**src/rtl/rd_ctrl.sv**
```systemverilog
// Read-side controller of the asynchronous FIFO (rd_clk domain): owns the read pointer,
// synchronizes the write Gray pointer and produces registered empty/level flags.
module rd_ctrl #(
  parameter int unsigned ADDR_WIDTH    = 4,
  parameter int unsigned SYNC_STAGES   = 2,
  parameter int unsigned AEMPTY_THRESH = 2
) (
  input  logic                  rd_clk,
  input  logic                  rst_n,
  input  logic [ADDR_WIDTH:0]   wr_ptr_gray_in,
  input  logic                  rd_en_sys,
  output logic                  ram_ren,
  output logic [ADDR_WIDTH-1:0] rd_ptr_ram,
  output logic [ADDR_WIDTH:0]   rd_ptr_gray,
  output logic                  empty,
  output logic                  almost_empty,
  output logic [ADDR_WIDTH:0]   rd_level,
  output logic                  rd_valid,
  output logic                  underflow
);

  localparam int unsigned PW = ADDR_WIDTH + 1;
  localparam logic [ADDR_WIDTH:0] AeThresh = PW'(AEMPTY_THRESH);

  logic [SYNC_STAGES-1:0][ADDR_WIDTH:0] sync_q;
  logic [ADDR_WIDTH:0] wr_gray_sync;
  logic [ADDR_WIDTH:0] wr_bin_sync;
  logic [ADDR_WIDTH:0] rd_ptr_bin;
  logic [ADDR_WIDTH:0] rd_bin_next;
  logic [ADDR_WIDTH:0] rd_gray_next;
  logic [ADDR_WIDTH:0] level_next;

  // XOR prefix from the MSB down.
  function automatic logic [ADDR_WIDTH:0] gray2bin(input logic [ADDR_WIDTH:0] g);
    logic [ADDR_WIDTH:0] b;
    b[ADDR_WIDTH] = g[ADDR_WIDTH];
    for (int i = int'(ADDR_WIDTH) - 1; i >= 0; i--) begin
      b[i] = b[i+1] ^ g[i];
    end
    return b;
  endfunction

  assign wr_gray_sync = sync_q[SYNC_STAGES-1];
  assign wr_bin_sync  = gray2bin(wr_gray_sync);
  assign ram_ren      = rd_en_sys & ~empty;
  assign rd_bin_next  = rd_ptr_bin + {{ADDR_WIDTH{1'b0}}, ram_ren};
  assign rd_gray_next = rd_bin_next ^ (rd_bin_next >> 1);
  assign level_next   = wr_bin_sync - rd_bin_next;
  assign rd_ptr_ram   = rd_ptr_bin[ADDR_WIDTH-1:0];

  always_ff @(posedge rd_clk or negedge rst_n) begin
    if (!rst_n) begin
      sync_q <= '0;
    end else begin
      sync_q <= {sync_q[SYNC_STAGES-2:0], wr_ptr_gray_in};
    end
  end

  // Flags are registered from next-state values so a read shows up at its own edge.
  always_ff @(posedge rd_clk or negedge rst_n) begin
    if (!rst_n) begin
      rd_ptr_bin   <= '0;
      rd_ptr_gray  <= '0;
      empty        <= 1'b1;
      almost_empty <= 1'b1;
      rd_level     <= '0;
      rd_valid     <= 1'b0;
      underflow    <= 1'b0;
    end else begin
      rd_ptr_bin   <= rd_bin_next;
      rd_ptr_gray  <= rd_gray_next;
      empty        <= (rd_gray_next == wr_gray_sync);
      almost_empty <= (level_next <= AeThresh);
      rd_level     <= level_next;
      rd_valid     <= ram_ren;
      underflow    <= underflow | (rd_en_sys & empty);
    end
  end

endmodule

```
**config.mk**
```make
export PLATFORM = sky130hd
export DESIGN_NAME = rd_ctrl
export DESIGN_NICKNAME = d
export VERILOG_FILES = /design/src/rtl/rd_ctrl.sv
export SDC_FILE = /design/constraint.sdc
export NUM_CORES = 1
export LEC_CHECK = 0
export ABC_AREA = 1
export CORE_MARGIN = 5
export CORE_UTILIZATION = 28
export CTS_BUF_LIST = sky130_fd_sc_hd__clkbuf_8
export DETAILED_ROUTE_END_ITERATION = 10
export PLACE_DENSITY = 0.55
export SETUP_SLACK_MARGIN = 0.3
export SLEW_MARGIN = 25
export SYNTH_ARGS = -nofsm -noshare
export SYNTH_HDL_FRONTEND = slang
export SYNTH_SLANG_ARGS = --single-unit
export TNS_END_PERCENT = 30
```
**constraint.sdc**
```tcl
create_clock -name rd_clk -period 4.95 [get_ports rd_clk]
set_input_delay 1.2375 -clock rd_clk [delete_from_list [all_inputs] [get_ports rd_clk]]
set_output_delay 1.2375 -clock rd_clk [all_outputs]
set_load 0.01 [all_outputs]
```
Yosys cells after proc, flatten, opt, wreduce, memory -nomap -nowiden --
Index checks and enable logic that the tools add are counted.
Cells by class: bitwise operators 9, $add $sub $neg 2, $lt $le $gt $ge 1, eq/ne operators 1
Operators with widths (number):
- $add A5 B1 Y5 | 1
- $eq A5 B5 Y1 | 1
- $le A5 B2 Y1 const B | 1
- $sub A5 B5 Y5 | 1
- $xor A5 B4 Y5 | 1
- $xor A1 B1 Y1 | 4
- $and A1 B1 Y1 | 2
- $not A1 Y1 | 1
- $or A1 B1 Y1 | 1
Storage, ports and cells: flip-flop bits (word level) 29, bits of input ports 8, output and inout port bits 19

Depth between registers and ports, before layout --
word-level depth 6, depth in mapped cells 16, gate-level depth less buffers 16

Worst setup path after synthesis --
OpenSTA, ideal clock, no wires.
path type input -> register, start point input rd_en_sys, end point register almost_empty, buffers on the path 0, data required time 4.886 ns, arrival time 2.916 ns, cell stages on the path 13, path slack 1.970 ns, cells stage by stage inv_1 nor2_1 ha_1 nand2_4 nand2_1 nand2_2 ha_1 a21oi_1 nand2_1 xor2_1 nor2_1 nand3_1 nor2_2
Between the ends: cells in the longest elaborated chain, start to end 4
RTL lines:
- start: declaration | line 11 | input logic rd_en_sys,
- $and A1 B1 Y1 | line 45 | assign ram_ren = rd_en_sys & ~empty;
- via ram_ren | line 12 | output logic ram_ren,
- $add A5 B1 Y5 | line 46 | assign rd_bin_next = rd_ptr_bin + {{ADDR_WIDTH{1'b0}}, ram_ren};
- $sub A5 B5 Y5 | line 48 | assign level_next = wr_bin_sync - rd_bin_next;
- via level_next[3] | line 31 | logic [ADDR_WIDTH:0] level_next;
- $le A5 B2 Y1 | line 73 | almost_empty <= (level_next <= AeThresh);
- end signal: assignment | line 73
- end: declaration | line 16 | output logic almost_empty,
The timed path passes the listed nets, and every way through them passes these cells.

Worst setup path in the final report --
start point input rd_en_sys, end point output ram_ren
Between the ends: cells in the longest elaborated chain, start to end 1
RTL lines (line):
- $and A1 B1 Y1 | 45
- end: declaration | 12
No other way between the ends.

==> metrics <==
vias in the first global route 984; Synth Flop Type dfrtp_1; P_int 610 µW; Worst Hold End wr_gray_sync[4]; mean number of vias per cell 4.17; hpwl dp 1.80 mm; Ports 27; Post-Layout Inst Area 0.00169 mm²; Post-synth EDFFs 0; Seq pwr share 34.6%; DRC Markers 0; setup tns final 0 ps; Slew @ Worst Pin 340 ps; Antenna Cells 0; Die Footprint 0.00621 mm²; final setup vio count 0; Area Growth Syn to Fin 27.6%; worst reg2reg setup slack 2600 ps; FF-to-FF path depth 14; Fin. Hold Viols 0; total number of yosys warnings 0; worst skew pair latency 270 ps; # rows 25; CP peak stage delay 580 ps; Die Y-Extent 78.8 µm; wire length per cell 10.2 µm; Max-Slew Margin vs Limit 77.3%; post-synth top area cell dfrtp_1; skew final 7.87 ps; clk root buf clkbuf_8; synth top area cells dfrtp_1, nand2_1, nand3_1; Sink Count 28; most frequent cells after synthesis nand2_1, dfrtp_1, inv_1, nand3_1, nand2_2; period utilization 76.1%; post-placement cell area 0.00165 mm²; DR iter-0 viols 24; Syn Nets 158; TritonCTS clock tree done; H-Tree Depth 1; Hold-fix buffers, CTS 0; ys async rst share 100%; core area 0.00466 mm²; hold crit path type reg2reg; RSZ-0062 raised after global routing no; status completed; Placer Congestion 0.722; Die W 78.8 µm; # fillers 473; DRT antenna net count 0; final setup margin 1180 ps; total of max-cap violations 0; switching share of power 40.1%; final WL 2.30 mm; Crit. End Element primary output; worst path arrival time 2530 ps; Required @ worst endpoint 3710 ps; synthesized flop and latch total 28; Worst R2R End almost_empty; clock tree buffer depth 2; share of post-route cells with drive strength above 1 16.3%; Post-Synthesis Cell Area 0.00133 mm²; hold path depth 0; Reg2Reg Launch Point wr_gray_sync[4]; overall power 1.02 mW; Fmax 266 MHz; GR Util All Layers 8.77%; Leakage 0.843 nW; initial antenna violation count 0; final net count 189; Hold Path Origin sync_q[4]; Comb pwr share 53.7%; Clock Power Share 11.7%; sequential fraction of the synthesis area 53.1%; Mean Syn Cell Area 9.27 µm²; initial core utilization 28.4%; Tmin final 3770 ps; CP cell instances clkdlybuf4s50_1 -> inv_1 -> nor2_1 -> clkdlybuf4s50_1; pwr/cell area 602 mW/mm²; Startpoint Class input port; Port Buf Inserts 26; Mapped Cells 143; Place WS 1170 ps; Worst path slowest cell clkdlybuf4s50_1; first-pass GRT wire length 4.34 mm; DR pass1 iterations 4; CP max FO 4; Inserted Clock Buffers 3; Max Slew Vio Count 0; largest net degree at the start of global routing 29; post-synthesis cell type count 20; final hold slack 353 ps; Post-CTS Resized 0; most frequent CP cell clkdlybuf4s50_1; clock slew at reported path FFs 80 ps; worst vdd ir 0.240 mV; Crit Path Category in2out; Switch Pwr 408 µW; most common cell in the synthesized netlist nand2_1; total gr overflow 0; post-synth top area share 49.1%; via count 942; Setup Fix Bufs, Post-CTS 0
==> kinds of logic after synthesis <==
kind of cell               share of synthesized area, %
AOI/OAI and AO/OA                                  1.98
xor gates and xnor gates                           3.21
adders and majority gates                          7.18
buffers and inverters                              6.80
DFF                                                53.1
and+or+nand+nor                                    27.8
==> through the flow <==
stage,utilization [%],std cells
2_1_floorplan,-,143
3_3_place_gp,35.4,223
3_5_place_dp,35.4,223
4_1_cts,36.3,226
5_1_grt,36.3,226
6_report,36.3,226
==> placed cells by master, fill, tap and decap left out <==
| cell type | n |
|---|---|
| nor2_2 | 3 |
| nand2_4 | 1 |
| ha_1 | 6 |
| nand3b_1 | 1 |
| buf_4 | 1 |
| dfstp_2 | 2 |
| nand2_2 | 13 |
| nor2_1 | 6 |
| xor2_2 | 1 |
| nand3_1 | 17 |
| fa_1 | 1 |
| inv_1 | 18 |
| inv_2 | 3 |
| a21o_1 | 1 |
| clkdlybuf4s50_1 | 26 |
| xor2_1 | 3 |
| a21oi_1 | 2 |
| o21ai_2 | 1 |
| nand2_1 | 36 |
| dfrtp_1 | 26 |
| nand4_1 | 1 |
| clkbuf_8 | 3 |
==> power by group through the flow <==
stage               combinational, mW  clock [mW]  sequential (mW)
global placement                0.554           0            0.357
floorplan                       0.329           0            0.378
global route                    0.632       0.137            0.363
detailed placement              0.556           0            0.356
finish                          0.546       0.119            0.352
CTS                             0.561       0.124            0.353
==> registers in the layout, indices dropped and copies added (netlist names) <==
signal,flops
empty,1
rd_ptr_gray,4
almost_empty,1
rd_valid,1
sync_q,5
rd_ptr_bin,5
wr_gray_sync,5
underflow,1
rd_level,5
==> how the worst max path moves through the flow <==
stage	from	endpoint	slack, ps	cells past startpoint
floorplan	rd_en_sys	almost_empty	1970	13
global placement	rd_en_sys	ram_ren	1180	4
detailed placement	rd_en_sys	ram_ren	1170	4
CTS	rd_en_sys	ram_ren	1170	4
global route	rd_en_sys	ram_ren	1110	4
finish	rd_en_sys	ram_ren	1180	4
==> area by class of cell <==
cell class              instances  area (µm²)  area share, %
multi-input cells              93         532           31.5
flip-flops and latches         28         703           41.6
inverters                      21        78.8           4.66
clock buffers                   3        41.3           2.44
well taps                      54        67.6           4.00
repair buffers                 27         268           15.8
==> layer usage <==
metal	GRT usage [%]	wire [µm]	part of all wire, %	vias to the layer above
met4	3.15	37	1.6	0
met5	0	0	0	-
li1	-	-	-	498
met1	11.7	1070	47	421
met2	13.5	1060	46	18
met3	2.61	137	6.0	5
==> critical path, delay by kind of cell <==
family | cells | cell delay (ps)
buffers and inverters | 3 | 1100
AND/OR/NAND/NOR | 1 | 180
Power figures use the tool's default switching activity.
